## src/rtl/csb_to_periph_bridge_if.sv

```systemverilog
// Bus interfaces for the CSB-to-peripheral bridge: the NVDLA CSB request/response
// channel and the HWPE peripheral (register-file) master channel.
interface nvdla_csb_intf;
    logic        valid;
    logic [15:0] addr;
    logic [31:0] wdat;
    logic        write;
    logic        nposted;
    logic        ready;
    logic        r_valid;
    logic [31:0] r_data;
    logic        wr_complete;

    modport master (
        output valid, addr, wdat, write, nposted,
        input  ready, r_valid, r_data, wr_complete
    );
    modport slave (
        input  valid, addr, wdat, write, nposted,
        output ready, r_valid, r_data, wr_complete
    );
endinterface

interface hwpe_ctrl_intf_periph #(
    parameter int unsigned ID_WIDTH = 2
);
    logic                req;
    logic [31:0]         add;
    logic                wen;
    logic [3:0]          be;
    logic [31:0]         data;
    logic [ID_WIDTH-1:0] id;
    logic                gnt;
    logic [31:0]         r_data;
    logic                r_valid;
    logic [ID_WIDTH-1:0] r_id;

    modport master (
        output req, add, wen, be, data, id,
        input  gnt, r_data, r_valid, r_id
    );
    modport slave (
        input  req, add, wen, be, data, id,
        output gnt, r_data, r_valid, r_id
    );
endinterface

```

## src/rtl/csb_to_periph_bridge.sv

```systemverilog
// Single-outstanding CSB responder that replays each CSB request as one HWPE peripheral
// transaction. Optional watchdog enabled by defining CSB_TO_PERIPH_TIMEOUT_EN.
module csb_to_periph_bridge #(
    parameter logic [31:0] BASE_ADDR      = 32'h0000_0000,
    parameter int unsigned ID_WIDTH       = 2,
    parameter int unsigned TXN_ID         = 0,
    parameter int unsigned TIMEOUT_CYCLES = 255
) (
    input  logic                        clk,
    input  logic                        rst,
    nvdla_csb_intf.slave                csb,
    hwpe_ctrl_intf_periph.master        periph,
    output logic                        timeout_o
);

    localparam logic [1:0] S_IDLE  = 2'd0;
    localparam logic [1:0] S_ISSUE = 2'd1;
    localparam logic [1:0] S_WAIT  = 2'd2;
    localparam logic [1:0] S_RESP  = 2'd3;

    localparam logic [31:0] ABORT_DATA = 32'hDEAD_BEEF;

    logic [1:0]          state;
    logic                write_q;
    logic                nposted_q;
    logic [ID_WIDTH-1:0] txn_id;
    logic                accept;
    logic                rsp_match;
    logic                tmo_hit;
    logic                finish;
    logic [31:0]         finish_data;
    logic [31:0]         add_next;

    assign txn_id    = ID_WIDTH'(TXN_ID);
    assign accept    = (state == S_IDLE) && csb.ready && csb.valid;
    assign rsp_match = periph.r_valid && (periph.r_id == txn_id);
    assign add_next  = BASE_ADDR | {14'b0, csb.addr, 2'b00};

    // A transaction ends either on its own response or on a watchdog abort; a real
    // response wins when both land in the same cycle.
    assign finish = ((state == S_ISSUE) && !periph.gnt && tmo_hit) ||
                    ((state == S_WAIT) && (rsp_match || tmo_hit));
    assign finish_data = ((state == S_WAIT) && rsp_match) ? periph.r_data : ABORT_DATA;

    assign periph.be = 4'hF;
    assign periph.id = txn_id;

`ifdef CSB_TO_PERIPH_TIMEOUT_EN
    localparam logic [7:0] TMO_LAST = 8'(TIMEOUT_CYCLES - 1);

    logic [7:0] tmo_cnt;

    assign tmo_hit = ((state == S_ISSUE) || (state == S_WAIT)) && (tmo_cnt == TMO_LAST);

    always_ff @(posedge clk) begin
        if (rst) begin
            tmo_cnt   <= 8'd0;
            timeout_o <= 1'b0;
        end else begin
            timeout_o <= tmo_hit && !(state == S_ISSUE && periph.gnt) && !(state == S_WAIT && rsp_match);
            if (accept)
                tmo_cnt <= 8'd0;
            else if ((state == S_ISSUE) || (state == S_WAIT))
                tmo_cnt <= tmo_cnt + 8'd1;
        end
    end
`else
    assign tmo_hit   = 1'b0;
    assign timeout_o = 1'b0;
`endif

    always_ff @(posedge clk) begin
        if (rst) begin
            state           <= S_IDLE;
            write_q         <= 1'b0;
            nposted_q       <= 1'b0;
            csb.ready       <= 1'b0;
            csb.r_valid     <= 1'b0;
            csb.r_data      <= 32'h0;
            csb.wr_complete <= 1'b0;
            periph.req      <= 1'b0;
            periph.add      <= 32'h0;
            periph.wen      <= 1'b1;
            periph.data     <= 32'h0;
        end else begin
            csb.r_valid     <= 1'b0;
            csb.wr_complete <= 1'b0;
            case (state)
                S_IDLE: begin
                    csb.ready <= 1'b1;
                    if (accept) begin
                        csb.ready   <= 1'b0;
                        write_q     <= csb.write;
                        nposted_q   <= csb.nposted;
                        periph.req  <= 1'b1;
                        periph.add  <= add_next;
                        periph.wen  <= ~csb.write;
                        periph.data <= csb.wdat;
                        state       <= S_ISSUE;
                    end
                end
                S_ISSUE: begin
                    if (periph.gnt) begin
                        periph.req <= 1'b0;
                        state      <= S_WAIT;
                    end
                end
                S_RESP: begin
                    csb.ready <= 1'b1;
                    state     <= S_IDLE;
                end
                default: ;
            endcase
            // Shared completion path for both a normal response and a watchdog abort
            if (finish) begin
                periph.req <= 1'b0;
                state      <= S_RESP;
                if (!write_q) begin
                    csb.r_valid <= 1'b1;
                    csb.r_data  <= finish_data;
                end else if (nposted_q) begin
                    csb.wr_complete <= 1'b1;
                end
            end
        end
    end

endmodule
```

## src/flat_wrapper.sv

```systemverilog
// flat-port wrapper written by rule: the top's interface ports become plain ports
module csb_to_periph_bridge_flat 
#(
    parameter logic [31:0] BASE_ADDR      = 32'h0000_0000,
    parameter int unsigned ID_WIDTH       = 2,
    parameter int unsigned TXN_ID         = 0,
    parameter int unsigned TIMEOUT_CYCLES = 255
)
  (clk, rst, timeout_o, csb_valid, csb_addr, csb_wdat, csb_write, csb_nposted, csb_ready, csb_r_valid, csb_r_data, csb_wr_complete, periph_req, periph_add, periph_wen, periph_be, periph_data, periph_id, periph_gnt, periph_r_data, periph_r_valid, periph_r_id);
  nvdla_csb_intf csb_i ();
  hwpe_ctrl_intf_periph #(.ID_WIDTH(ID_WIDTH)) periph_i ();
  input  logic clk;
  input  logic rst;
  output logic timeout_o;
  input wire logic [$bits(csb_i.valid)-1:0] csb_valid;
  input wire logic [$bits(csb_i.addr)-1:0] csb_addr;
  input wire logic [$bits(csb_i.wdat)-1:0] csb_wdat;
  input wire logic [$bits(csb_i.write)-1:0] csb_write;
  input wire logic [$bits(csb_i.nposted)-1:0] csb_nposted;
  output wire logic [$bits(csb_i.ready)-1:0] csb_ready;
  output wire logic [$bits(csb_i.r_valid)-1:0] csb_r_valid;
  output wire logic [$bits(csb_i.r_data)-1:0] csb_r_data;
  output wire logic [$bits(csb_i.wr_complete)-1:0] csb_wr_complete;
  output wire logic [$bits(periph_i.req)-1:0] periph_req;
  output wire logic [$bits(periph_i.add)-1:0] periph_add;
  output wire logic [$bits(periph_i.wen)-1:0] periph_wen;
  output wire logic [$bits(periph_i.be)-1:0] periph_be;
  output wire logic [$bits(periph_i.data)-1:0] periph_data;
  output wire logic [$bits(periph_i.id)-1:0] periph_id;
  input wire logic [$bits(periph_i.gnt)-1:0] periph_gnt;
  input wire logic [$bits(periph_i.r_data)-1:0] periph_r_data;
  input wire logic [$bits(periph_i.r_valid)-1:0] periph_r_valid;
  input wire logic [$bits(periph_i.r_id)-1:0] periph_r_id;
  assign csb_i.valid = csb_valid;
  assign csb_i.addr = csb_addr;
  assign csb_i.wdat = csb_wdat;
  assign csb_i.write = csb_write;
  assign csb_i.nposted = csb_nposted;
  assign csb_ready = csb_i.ready;
  assign csb_r_valid = csb_i.r_valid;
  assign csb_r_data = csb_i.r_data;
  assign csb_wr_complete = csb_i.wr_complete;
  assign periph_req = periph_i.req;
  assign periph_add = periph_i.add;
  assign periph_wen = periph_i.wen;
  assign periph_be = periph_i.be;
  assign periph_data = periph_i.data;
  assign periph_id = periph_i.id;
  assign periph_i.gnt = periph_gnt;
  assign periph_i.r_data = periph_r_data;
  assign periph_i.r_valid = periph_r_valid;
  assign periph_i.r_id = periph_r_id;
  csb_to_periph_bridge #(.BASE_ADDR(BASE_ADDR), .ID_WIDTH(ID_WIDTH), .TXN_ID(TXN_ID), .TIMEOUT_CYCLES(TIMEOUT_CYCLES)) u_core (.clk(clk), .rst(rst), .csb(csb_i), .periph(periph_i), .timeout_o(timeout_o));
endmodule
```

## config.mk

```make
export PLATFORM = sky130hd
export DESIGN_NAME = csb_to_periph_bridge_flat
export DESIGN_NICKNAME = d
export VERILOG_FILES = /design/src/rtl/csb_to_periph_bridge_if.sv /design/src/rtl/csb_to_periph_bridge.sv /design/src/flat_wrapper.sv
export SDC_FILE = /design/constraint.sdc
export NUM_CORES = 1
export LEC_CHECK = 0
export CAP_MARGIN = 20
export CORE_UTILIZATION = 38
export DETAILED_ROUTE_END_ITERATION = 8
export PLACE_DENSITY = 0.8
export SLEW_MARGIN = 20
export SYNTH_ARGS = -nofsm -noshare
export SYNTH_HDL_FRONTEND = slang
export SYNTH_SLANG_ARGS = --single-unit
```

## constraint.sdc

```tcl
create_clock -name clk -period 2.2 [get_ports clk]
set_clock_uncertainty 0.2 [all_clocks]
set_input_delay 0.55 -clock clk [delete_from_list [all_inputs] [get_ports clk]]
set_output_delay 0.55 -clock clk [all_outputs]
set_load 0.02 [all_outputs]
```

==> impl_metrics.ini <==
[outcome]
outcome = finished with violations
failed_checks = DRC

[global_routing]
grt.met2_usage = 0.3451
grt_overflow_total = 0
use_met1 = 0.2430
grt_pass1_vias = 3347
grt_start_max_net_pins = 47
grt_usage = 0.2035
busiest_layer = met2
grt_pass1_wl_um = 15860
grt_antenna_before_repair = 0
gr-usage-met3 = 0.06442

[floorplan]
pin_count = 197
die_y_um = 97.88
initial_core_util = 0.3967
die-width_um = 97.88
design.core.area_mm2 = 0.008806
num_rows = 34
die_area_mm2 = 0.009580

[power_and_ir_drop]
p_seq_frac = 0.419
ir_worst_vdd_v = 0.0004262
p_switching_mw = 1.461
power_frac_comb = 0.325
pwr-share-clk = 0.256
power_switching_share = 0.3244
power.total_mw = 4.505
p_leak_nw = 1.909
p_per_area_mw_per_mm2 = 830.3
internal_power_mw = 3.043

[timing]
worst_pin_slew_ns = 0.9635
final_max_slew_viol_count = 0
rsz0062_at_grt = no
layout_min_cycle_time_ns = 2.106
slew-limit-headroom = 0.3569
finalCritPeriodShare = 0.9573
setup_tns_ns = 0
report.final.hold_viol_count = 0
max_freq_mhz = 474.8
finalSetupViolations = 0

[cts]
cts_buffers = 9
cts.clk_slew.worst_paths_ns = 0.09
holdBufCountCts = 0
clock-sinks = 89
cts_tree = yes
cts_root_buf = clkbuf_8
insertion_delay_ns = 0.35
htreeDepth = 3
cts.path.max_buffers = 2

[placement]
dp_hpwl_um = 6708
io_buffers = 173
gp_congestion = 0.7775

[critical_path]
r2r-start = u_core.state[0]
cp_num_buf_inv = 1
cp_max_fo = 3
critPathSlowestCell = clkdlybuf4s50_1
worst_ep_arrival_time_ns = 1.36
crit_path_start = u_core.periph.req
cp-start-kind = register
crit_chain = clkdlybuf4s50_1
path_depth = 1
crit_family = buffers and inverters
slowest_delay_ns = 0.64
worstPathRequired_ns = 1.45
endpoint = periph_req
crit_path_end_kind = primary output
rr_endpoint = u_core.csb.r_data[15]
reg2reg_setup_slack_ns = 0.36
rr_worst_depth = 6
crit_type = register to primary output

[drt]
drt-total-wl_um = 9606
route.detailed.drc = 16
drtPass1Iterations = 7
vias_per_cell = 5.003
antenna_left = 0
vias = 3487
drtIter0Drc = 168
routedWlPerCell_um = 13.78

[yosys]
ys_warn_count = 0
synth-async-reset-ratio = 0
synth_ff_type = dfxtp_1
synth.mux.area_fraction = 0
synth-seq-cells = 89
synth_edf_count = 0
syn_inst = 427
synth-xor-area-share = 0
synth_area_leaders = dfxtp_1 (51%), a21oi_1 (12%), nand2_1 (11%)
synthSimpleGateAreaFrac = 0.1762
synthDistinctLibCells = 27
yosysTopAreaCell = dfxtp_1
synth_seq_area_share = 0.5100
synth_compound_area_frac = 0.1920
synth_top_family_by_area = compound AO/OA/AOI/OAI gates
yosysTopAreaCellShare = 0.5100
synthesis.area_mm2 = 0.003493
synthAdderAreaFrac = 0.01433
syn_area_per_cell_um2 = 8.181

[layout]
fillCellCount = 765
layout-drive-gt1-share = 0.05263
final_common_cell = clkdlybuf4s50_1
multi_input_area_mm2 = 0.001429
final_cell_mix = clkdlybuf4s50_1 (171), nand2_1 (102), dfxtp_1 (89), a21oi_1 (82), nand3_1 (32)
syn_to_final_growth_pct = 55.30
fin_nets = 677
diodes = 0
seqCellArea_mm2 = 0.001782

[hold_path]
hold_class = primary input to register

[flow_run]
maxCapViolations = 0
## power groups by stage
stage	logic [mW]	clock network [mW]	registers [mW]
CTS	1.47	1.19	1.89
detailed placement	1.47	0	1.93
finish	1.46	1.15	1.89
floorplan	0.667	0	2.10
global route	1.60	1.25	1.92
global placement	1.45	0	1.91
## cell type report
class / count / share of cell area
sequential: 89 / 0.3284
timing repair buffer: 183 / 0.3418
clock buffer: 12 / 0.02860
multi-input combinational: 296 / 0.2634
clock inverter: 4 / 0.009456
inverter: 5 / 0.003459
tap: 108 / 0.02491
## registers in the layout (all words and copies together), names as in the netlist, 2 cells and up
| name | flops |
|---|---|
| u_core.periph.add | 16 |
| u_core.csb.r_data | 32 |
| u_core.state | 2 |
| u_core.periph.data | 32 |
## cell families (layout without fill, tap and decap cells)
| kind of cell | count (synthesis) | count (layout) |
|---|---|---|
| AO/OA/AOI/OAI | 126 | 126 |
| adder cells (fa/ha/maj) | 4 | 4 |
| buffers and inverters | 63 | 204 |
| flip-flops | 89 | 89 |
| other | 2 | 23 |
| AND/OR/NAND/NOR | 143 | 143 |
## worst min-delay path by stage
stage                           startpoint                     end  depth (start not counted)
after floorplan           u_core.nposted_q  u_core.csb.wr_complete                          2
after global placement    u_core.nposted_q  u_core.csb.wr_complete                          2
after detailed placement  u_core.nposted_q  u_core.csb.wr_complete                          2
after CTS                              rst   u_core.csb.r_data[14]                          2
after global routing                   rst   u_core.csb.r_data[14]                          2
final                                  rst   u_core.csb.r_data[14]                          2
## routing by layer
| metal | share of wire | wire length (um) |
|---|---|---|
| met5 | 0 | 0 |
| met1 | 0.42 | 4017 |
| met4 | 0.017 | 163 |
| met2 | 0.49 | 4665 |
| met3 | 0.079 | 759 |
## stage by stage
stage            util  setup WS [ns]  instance area (um2)  hold slack (ns)  std cells
3_3_place_gp   0.5924        0.08177                 5216           0.2254        681
2_1_floorplan       -         0.5624                 3572           0.2144        448
4_1_cts        0.6158        0.02964                 5423           0.1995        697
5_1_grt        0.6161        0.03595                 5425           0.2102        697
3_5_place_dp   0.5924       0.008721                 5216           0.2296        681
6_report       0.6161        0.09403                 5425           0.2107        697
## synthesized netlist by cell type, types with 3 or more instances
| cell | n |
|---|---|
| a211oi_1 | 3 |
| a21oi_1 | 82 |
| buf_2 | 11 |
| buf_4 | 23 |
| buf_6 | 4 |
| clkbuf_1 | 19 |
| dfxtp_1 | 89 |
| ha_1 | 4 |
| inv_1 | 5 |
| nand2_1 | 102 |
| nand3_1 | 33 |
| nor2_1 | 3 |
| o21ai_0 | 30 |
| o21ai_1 | 3 |
## what timing repair did
action	in CTS	in global routing
setup buffers	0	0
endpoints found under the setup margin	0	1
resized for setup	0	1
No activity file was read; power rests on OpenSTA's default activity.
